**src/rtl/integer_array_loader_if.sv**
```systemverilog
// ---------------------------------------------------------------------------
// integer_array_loader_if
// Groups the two handshakes of the integer array loader and its block output.
//   pixel_in/pixel_valid/pixel_ready : raster-order reference pixel stream in
//   integer_array                    : packed integer_rows x integer_rows block
//   sel/sel_valid/sel_ready          : row/column select code stream out
// master : the pixel producer / sel consumer (drives pixel_*, sel_ready)
// slave  : the loader itself
// ---------------------------------------------------------------------------
interface integer_array_loader_if #(
  parameter int num_pixel    = 8,
  parameter int integer_rows = num_pixel + 7
);
  localparam int array_w = integer_rows * integer_rows * 8;

  logic [7:0]         pixel_in;
  logic               pixel_valid;
  logic               pixel_ready;
  logic [array_w-1:0] integer_array;
  logic [7:0]         sel;
  logic               sel_valid;
  logic               sel_ready;

  modport master (
    output pixel_in, pixel_valid, sel_ready,
    input  pixel_ready, integer_array, sel, sel_valid
  );

  modport slave (
    input  pixel_in, pixel_valid, sel_ready,
    output pixel_ready, integer_array, sel, sel_valid
  );
endinterface

```
**src/rtl/integer_array_loader.sv**
```systemverilog
// ---------------------------------------------------------------------------
// integer_array_loader
// Collects one integer_rows x integer_rows block of 8-bit reference pixels
// (raster order, column fastest) into a packed array, then emits integer_cols
// row/column select codes for the downstream mux while holding the block.
//   clock : single clock, rising edge
//   reset : synchronous, active high; aborts any block in progress
//   bus   : slave side of integer_array_loader_if
//             pixel_in/pixel_valid/pixel_ready -> pixel stream (LOAD only)
//             integer_array                    -> packed block, 8 bits/pixel
//             sel/sel_valid/sel_ready          -> select codes (SCAN only)
// All outputs come straight from flops or from a decode of the state flop.
// ---------------------------------------------------------------------------
module integer_array_loader #(
  parameter int num_pixel    = 8,
  parameter int integer_rows = num_pixel + 7,
  parameter int integer_cols = (num_pixel + 7) * 2
) (
  input  logic                  clock,
  input  logic                  reset,
  integer_array_loader_if.slave bus
);

  localparam int array_w = integer_rows * integer_rows * 8;
  localparam logic [7:0] last_pixel = 8'(integer_rows * integer_rows - 1);
  localparam logic [7:0] last_sel   = 8'(integer_cols - 1);

  typedef enum logic {
    LOAD = 1'b0,
    SCAN = 1'b1
  } state_t;

  state_t             state_q, state_d;
  logic [7:0]         cnt_q, cnt_d;
  logic [7:0]         sel_q, sel_d;
  logic [array_w-1:0] array_q, array_d;

  logic pixel_fire;
  logic sel_fire;

  // Handshake qualifiers depend only on the state flop and the partner's
  // valid/ready, so no input reaches an output combinationally.
  assign pixel_fire = (state_q == LOAD) && bus.pixel_valid;
  assign sel_fire   = (state_q == SCAN) && bus.sel_ready;

  // State and datapath registers.
  // NOTE: the block array is reset like any other flop because the block
  // must read as all zeros after reset; it is a register bank, not a RAM.
  always_ff @(posedge clock) begin
    if (reset) begin
      state_q <= LOAD;
      cnt_q   <= '0;
      sel_q   <= '0;
      array_q <= '0;
    end else begin
      // NOTE: non-blocking assignments so every flop samples pre-edge values.
      state_q <= state_d;
      cnt_q   <= cnt_d;
      sel_q   <= sel_d;
      array_q <= array_d;
    end
  end

  // Next-state logic.
  // NOTE: every variable gets a default first, so no path can infer a latch.
  always_comb begin
    state_d = state_q;
    unique case (state_q)
      LOAD: if (pixel_fire && (cnt_q == last_pixel)) state_d = SCAN;
      SCAN: if (sel_fire && (sel_q == last_sel))     state_d = LOAD;
      default: state_d = LOAD;
    endcase
  end

  // Counter, select code and array update.
  // Pixel k lands at 120*(k/15) + 8*(k%15) = 8*k, so the byte offset is the
  // counter itself and no row/column split is needed.
  always_comb begin
    cnt_d   = cnt_q;
    sel_d   = sel_q;
    array_d = array_q;
    if (pixel_fire) begin
      array_d[{cnt_q, 3'b000} +: 8] = bus.pixel_in;
      cnt_d = (cnt_q == last_pixel) ? 8'd0 : cnt_q + 8'd1;
    end
    if (sel_fire) begin
      sel_d = (sel_q == last_sel) ? 8'd0 : sel_q + 8'd1;
    end
  end

  // Outputs: registered values and a decode of the state flop.
  always_comb begin
    bus.pixel_ready   = (state_q == LOAD);
    bus.sel_valid     = (state_q == SCAN);
    bus.sel           = sel_q;
    bus.integer_array = array_q;
  end

endmodule

```
**src/flat_wrapper.sv**
```systemverilog
// flat-port wrapper written by rule: the top's interface ports become plain ports
module integer_array_loader_flat 
#(
  parameter int num_pixel    = 8,
  parameter int integer_rows = num_pixel + 7,
  parameter int integer_cols = (num_pixel + 7) * 2
)
  (clock, reset, bus_pixel_in, bus_pixel_valid, bus_sel_ready, bus_pixel_ready, bus_integer_array, bus_sel, bus_sel_valid);
  integer_array_loader_if #(.num_pixel(num_pixel), .integer_rows(integer_rows)) bus_i ();
  input  logic clock;
  input  logic reset;
  input wire logic [$bits(bus_i.pixel_in)-1:0] bus_pixel_in;
  input wire logic [$bits(bus_i.pixel_valid)-1:0] bus_pixel_valid;
  input wire logic [$bits(bus_i.sel_ready)-1:0] bus_sel_ready;
  output wire logic [$bits(bus_i.pixel_ready)-1:0] bus_pixel_ready;
  output wire logic [$bits(bus_i.integer_array)-1:0] bus_integer_array;
  output wire logic [$bits(bus_i.sel)-1:0] bus_sel;
  output wire logic [$bits(bus_i.sel_valid)-1:0] bus_sel_valid;
  assign bus_i.pixel_in = bus_pixel_in;
  assign bus_i.pixel_valid = bus_pixel_valid;
  assign bus_i.sel_ready = bus_sel_ready;
  assign bus_pixel_ready = bus_i.pixel_ready;
  assign bus_integer_array = bus_i.integer_array;
  assign bus_sel = bus_i.sel;
  assign bus_sel_valid = bus_i.sel_valid;
  integer_array_loader #(.num_pixel(num_pixel), .integer_rows(integer_rows), .integer_cols(integer_cols)) u_core (.clock(clock), .reset(reset), .bus(bus_i));
endmodule
```
**config.mk**
```make
export PLATFORM = sky130hd
export DESIGN_NAME = integer_array_loader_flat
export DESIGN_NICKNAME = d
export VERILOG_FILES = /design/src/rtl/integer_array_loader_if.sv /design/src/rtl/integer_array_loader.sv /design/src/flat_wrapper.sv
export SDC_FILE = /design/constraint.sdc
export NUM_CORES = 2
export LEC_CHECK = 0
export BUFFER_PORTS_ARGS = -buffer_cell sky130_fd_sc_hd__buf_2
export CAP_MARGIN = 15
export CORE_AREA = 3 3 709 711
export CTS_BUF_LIST = sky130_fd_sc_hd__clkbuf_8 sky130_fd_sc_hd__clkbuf_16
export CTS_CLUSTER_DIAMETER = 200
export DETAILED_ROUTE_END_ITERATION = 8
export DIE_AREA = 0 0 712 714
export SLEW_MARGIN = 20
export SYNTH_ARGS = -nofsm -noshare
export SYNTH_HDL_FRONTEND = slang
export SYNTH_SLANG_ARGS = --single-unit
```
**constraint.sdc**
```tcl
create_clock -name clock -period 7.8 [get_ports clock]
set_input_delay 0 -clock clock [delete_from_list [all_inputs] [get_ports clock]]
set_output_delay 0 -clock clock [all_outputs]
set_load 0.01 [all_outputs]
```
==> metrics.txt <==
# TYPE chip_impl_metric gauge
chip_impl_info{name="end_kind",value="flip-flop"} 1
chip_impl_info{name="path_class",value="reg -> reg"} 1
chip_impl_metric{name="synth-async-reset-ratio",unit="%"} 0
chip_impl_metric{name="drt_pass1_iterations",unit=""} 6
chip_impl_metric{name="via_per_inst",unit=""} 4.070
chip_impl_metric{name="dp.final_hpwl",unit="um"} 405700
chip_impl_metric{name="drt_antenna_net_count",unit=""} 0
chip_impl_metric{name="post_synth_xor_area_fraction",unit="%"} 0.2285
chip_impl_metric{name="drive_gt1_share",unit="%"} 28.40
chip_impl_metric{name="starting_density_of_the_core",unit="%"} 13.77
chip_impl_metric{name="synth-warning-count",unit=""} 0
chip_impl_metric{name="grt_pass1_wl",unit="um"} 654500
chip_impl_metric{name="irDropWorstVdd",unit="mV"} 0.2044
chip_impl_metric{name="post_route_fraction_of_the_period_consumed_by_the_critical_path",unit="%"} 66.60
chip_impl_metric{name="clk-insertion-delay-late",unit="ps"} 990
chip_impl_metric{name="buffer_ports.inserted",unit=""} 1821
chip_impl_metric{name="final.hold.worst_slack",unit="ps"} 138.8
chip_impl_metric{name="critical_path_peak_fanout",unit=""} 21
chip_impl_metric{name="post_cts_resize_count",unit=""} 0
chip_impl_metric{name="total_routed_length",unit="um"} 519200
chip_impl_metric{name="multi_input_area",unit="um^2"} 30800
chip_impl_metric{name="dieWidth",unit="um"} 712
chip_impl_metric{name="cts_inserted_buffers",unit=""} 218
chip_impl_info{name="status",value="finished, final reports clean"} 1
chip_impl_metric{name="initial_detailed_routing_violation_count",unit=""} 6615
chip_impl_info{name="kind_of_cell_with_the_highest_combined_delay_on_the_critical_path",value="simple AND/OR/NAND/NOR gates"} 1
chip_impl_metric{name="max_slew.worst_pin.slew",unit="ps"} 1255
chip_impl_metric{name="die_area",unit="um^2"} 508400
chip_impl_metric{name="maximum_number_of_pins_on_one_net_before_global_route_repair",unit=""} 242
chip_impl_metric{name="cts.hold.buffers_added",unit=""} 12
chip_impl_metric{name="path_buf_inv",unit=""} 1
chip_impl_metric{name="cts_buffer_depth",unit=""} 4
chip_impl_info{name="synth_top_family_by_area",value="simple AND/OR/NAND/NOR gates"} 1
chip_impl_metric{name="post_synth_instance_area",unit="um^2"} 68450
chip_impl_info{name="cts-root-buf",value="sky130_fd_sc_hd__clkbuf_16"} 1
chip_impl_metric{name="die_y",unit="um"} 714
chip_impl_metric{name="clock-sinks",unit=""} 1817
chip_impl_metric{name="wire_per_inst",unit="um"} 31.94
chip_impl_info{name="critPathLaunchType",value="flip-flop"} 1
chip_impl_metric{name="cts.clk_slew.worst_paths",unit="ps"} 60
chip_impl_metric{name="final.min_clock_period",unit="ps"} 5195
chip_impl_metric{name="place_ws",unit="ps"} 2542
chip_impl_info{name="tritoncts",value="done"} 1
chip_impl_metric{name="final-instance-count-excl-fill",unit=""} 16260
chip_impl_metric{name="ys_ff_latch",unit=""} 1817
chip_impl_metric{name="synthesis.nets",unit=""} 7658
chip_impl_metric{name="area_fraction_in_and_or_nand_and_nor_cells_after_synthesis",unit="%"} 22.80
chip_impl_metric{name="place.gp.congestion",unit=""} 0.8690
chip_impl_info{name="cp_max_delay_cell",value="sky130_fd_sc_hd__nand3_1"} 1
chip_impl_metric{name="cp_slowest_stage_delay",unit="ps"} 850
chip_impl_metric{name="antenna_violations_before_repair",unit=""} 62
chip_impl_metric{name="avgSynthCellArea",unit="um^2"} 8.960
chip_impl_info{name="yosys_most_used_dff",value="sky130_fd_sc_hd__dfxtp_1"} 1
chip_impl_metric{name="slew_violations",unit=""} 0
chip_impl_metric{name="grt_usage",unit="%"} 19.44
chip_impl_metric{name="final_nets",unit=""} 9394
chip_impl_metric{name="grt.overflow.total",unit=""} 0
chip_impl_metric{name="worst_slack",unit="ps"} 2605
chip_impl_metric{name="timing.final.hold_violations",unit=""} 0
chip_impl_metric{name="synth-compound-area-share",unit="%"} 8.971
chip_impl_metric{name="seq_area",unit="um^2"} 36380
chip_impl_metric{name="synth_cell_types",unit=""} 87
chip_impl_metric{name="fmax",unit="MHz"} 192.5
chip_impl_metric{name="worst-endpoint-required",unit="ps"} 8660
chip_impl_metric{name="synth_cells",unit=""} 7640
chip_impl_metric{name="fin_setup_tns",unit="ps"} 0
chip_impl_metric{name="synthMuxAreaShare",unit="%"} 11.27
chip_impl_metric{name="synth-edff-count",unit=""} 0
chip_impl_metric{name="ios",unit=""} 1822
chip_impl_metric{name="cts_setup_buffers",unit=""} 0
chip_impl_metric{name="dpl.cell_count",unit=""} 15800
chip_impl_metric{name="drc",unit=""} 0
chip_impl_info{name="worstPathCellList",value="inv_1 -> ha_1 -> or3b_1 -> a311o_1 -> nand2_2 -> nand3_1 -> nor3_1 -> a22o_1"} 1
chip_impl_metric{name="max_slew_margin",unit="%"} 15.84
chip_impl_metric{name="critPathArrivalTime",unit="ps"} 6060
chip_impl_info{name="min-delay-path-class",value="in -> reg"} 1
chip_impl_metric{name="num_vias",unit=""} 66160
chip_impl_metric{name="synth_adder_area_share",unit="%"} 0.1097
chip_impl_metric{name="powerDensity",unit="nW/um^2"} 226.3
chip_impl_metric{name="seq_area_frac_synth",unit="%"} 53.14
chip_impl_info{name="rsz_0062_raised_after_global_routing",value="false"} 1
chip_impl_metric{name="h_tree_levels",unit=""} 4
chip_impl_metric{name="fill_cells",unit=""} 55650
chip_impl_metric{name="syn_to_final_growth",unit="%"} 38.11
chip_impl_metric{name="report.final.setup_viol",unit=""} 0
chip_impl_metric{name="max_cap_violations",unit=""} 0
chip_impl_metric{name="leakage_power_figure",unit="uW"} 0.03797
chip_impl_metric{name="fin_worst_skew",unit="ps"} 65.23
chip_impl_metric{name="floorplan.core_area",unit="um^2"} 497100
chip_impl_metric{name="grt_pass1_vias",unit=""} 61840
chip_impl_metric{name="fp-row-count",unit=""} 259
-- synth_stat cells, types with 6 or more instances --
cell	n	share of area, %
sky130_fd_sc_hd__o21ai_0	265	1.9
sky130_fd_sc_hd__buf_4	6	0.066
sky130_fd_sc_hd__nor3_2	20	0.29
sky130_fd_sc_hd__o211ai_1	6	0.066
sky130_fd_sc_hd__nor3_4	38	0.90
sky130_fd_sc_hd__nor2_1	1024	5.6
sky130_fd_sc_hd__buf_2	61	0.45
sky130_fd_sc_hd__and2_1	13	0.12
sky130_fd_sc_hd__nor4_4	13	0.40
sky130_fd_sc_hd__buf_6	11	0.18
sky130_fd_sc_hd__o21ai_2	7	0.090
sky130_fd_sc_hd__nor3_1	125	0.91
sky130_fd_sc_hd__nand4_1	54	0.49
sky130_fd_sc_hd__and3_1	43	0.39
sky130_fd_sc_hd__xor2_1	13	0.17
sky130_fd_sc_hd__ha_1	6	0.11
sky130_fd_sc_hd__inv_1	13	0.071
sky130_fd_sc_hd__nand2_1	1145	6.3
sky130_fd_sc_hd__nand3b_1	236	2.6
sky130_fd_sc_hd__or3_1	31	0.28
sky130_fd_sc_hd__a22o_1	34	0.44
sky130_fd_sc_hd__or4_1	7	0.077
sky130_fd_sc_hd__a21oi_1	763	5.6
sky130_fd_sc_hd__mux2i_1	771	11
sky130_fd_sc_hd__nand2b_1	25	0.23
sky130_fd_sc_hd__o2bb2ai_1	6	0.077
sky130_fd_sc_hd__nand3_1	466	3.4
sky130_fd_sc_hd__nor2b_1	9	0.082
sky130_fd_sc_hd__o21ai_1	11	0.080
sky130_fd_sc_hd__buf_1	27	0.15
sky130_fd_sc_hd__nor4_2	12	0.22
sky130_fd_sc_hd__clkbuf_1	465	2.5
sky130_fd_sc_hd__dfxtp_1	1817	53
-- metal layers --
metal / global-route usage [%] / vias up / wire length [um]
met2: 30.78 / 3294 / 231200
met5: 0 / - / 39
met1: 24.76 / 32570 / 221800
met4: 8.728 / 6 / 26760
met3: 5.035 / 690 / 39360
li1: - / 29600 / -
-- metrics by stage --
| step | total power (uW) | util [%] | instance area (um^2) |
|---|---|---|---|
| 6_report | 21400 | 19.02 | 94540 |
| 5_1_grt | 22000 | 19.00 | 94430 |
| 4_1_cts | 21660 | 18.99 | 94420 |
| 3_5_place_dp | 10820 | 17.46 | 86780 |
| 3_3_place_gp | 10810 | 17.43 | 86650 |
| 2_1_floorplan | 10030 | - | 68450 |
-- cell families after synthesis --
kind of cell,after synthesis
flops,1817
simple gates,3301
mux,771
fa+ha+maj,6
buf+inv,586
compound gates,1142
xor+xnor,17
-- layout make-up --
class	count	share of cell area [%]
antenna	45	0.1191
clock buffer	264	6.440
clock inverter	136	1.515
inverter	14	0.05558
multi-input combinational	5237	32.57
sequential	1817	38.48
tap	6655	8.808
timing repair buffer	2088	12.01
-- flip-flops by register name, indices dropped and copies added, names as in the netlist --
signal and cells:
u_core.cnt_q 8, u_core.bus.integer_array 1800, u_core.bus.sel_valid 1, u_core.bus.sel 8
-- layout by cell type (no fill, tap or decap), types with 20 or more instances in the layout --
| cell | instances |
|---|---|
| sky130_fd_sc_hd__mux2i_1 | 771 |
| sky130_fd_sc_hd__inv_6 | 22 |
| sky130_fd_sc_hd__a21oi_1 | 755 |
| sky130_fd_sc_hd__nor3_4 | 45 |
| sky130_fd_sc_hd__diode_2 | 45 |
| sky130_fd_sc_hd__nor4_4 | 20 |
| sky130_fd_sc_hd__clkinv_2 | 22 |
| sky130_fd_sc_hd__a22o_1 | 33 |
| sky130_fd_sc_hd__nand2_1 | 1129 |
| sky130_fd_sc_hd__or3_1 | 31 |
| sky130_fd_sc_hd__clkbuf_8 | 49 |
| sky130_fd_sc_hd__inv_1 | 53 |
| sky130_fd_sc_hd__dfxtp_1 | 1816 |
| sky130_fd_sc_hd__nand4_1 | 54 |
| sky130_fd_sc_hd__o21ai_4 | 21 |
| sky130_fd_sc_hd__nor3_2 | 68 |
| sky130_fd_sc_hd__clkbuf_16 | 218 |
| sky130_fd_sc_hd__nand3_1 | 463 |
| sky130_fd_sc_hd__nand3b_1 | 236 |
| sky130_fd_sc_hd__buf_4 | 245 |
| sky130_fd_sc_hd__nor3_1 | 70 |
| sky130_fd_sc_hd__and3_1 | 43 |
| sky130_fd_sc_hd__o21ai_0 | 254 |
| sky130_fd_sc_hd__buf_2 | 1812 |
| sky130_fd_sc_hd__nor2_1 | 1000 |
-- worst paths after layout --
kind | startpoint | to | slack [ps] | cells past startpoint
min reg2reg | u_core.bus.integer_array[781] | u_core.bus.integer_array[781] | 450 | 2
max | u_core.cnt_q[0] | u_core.bus.integer_array[1726] | 2610 | 8
min | bus_pixel_in[7] | u_core.bus.integer_array[471] | 140 | 4
max reg2reg | u_core.cnt_q[0] | u_core.bus.integer_array[1726] | 2610 | 8
-- tightest hold or removal path, stage by stage --
cell and delay, ps:
sky130_fd_sc_hd__dlygate4sd3_1 580, sky130_fd_sc_hd__buf_8 220, sky130_fd_sc_hd__nand2_1 110, sky130_fd_sc_hd__a21oi_1 50
-- power by group --
part	leakage, uW	switching [uW]	internal [uW]
clock network	0.00382	4610	6180
logic	0.0195	1140	173
registers	0.0146	5.55	9280
total	0.0380	5760	15600
Power figures use the tool's default switching activity.
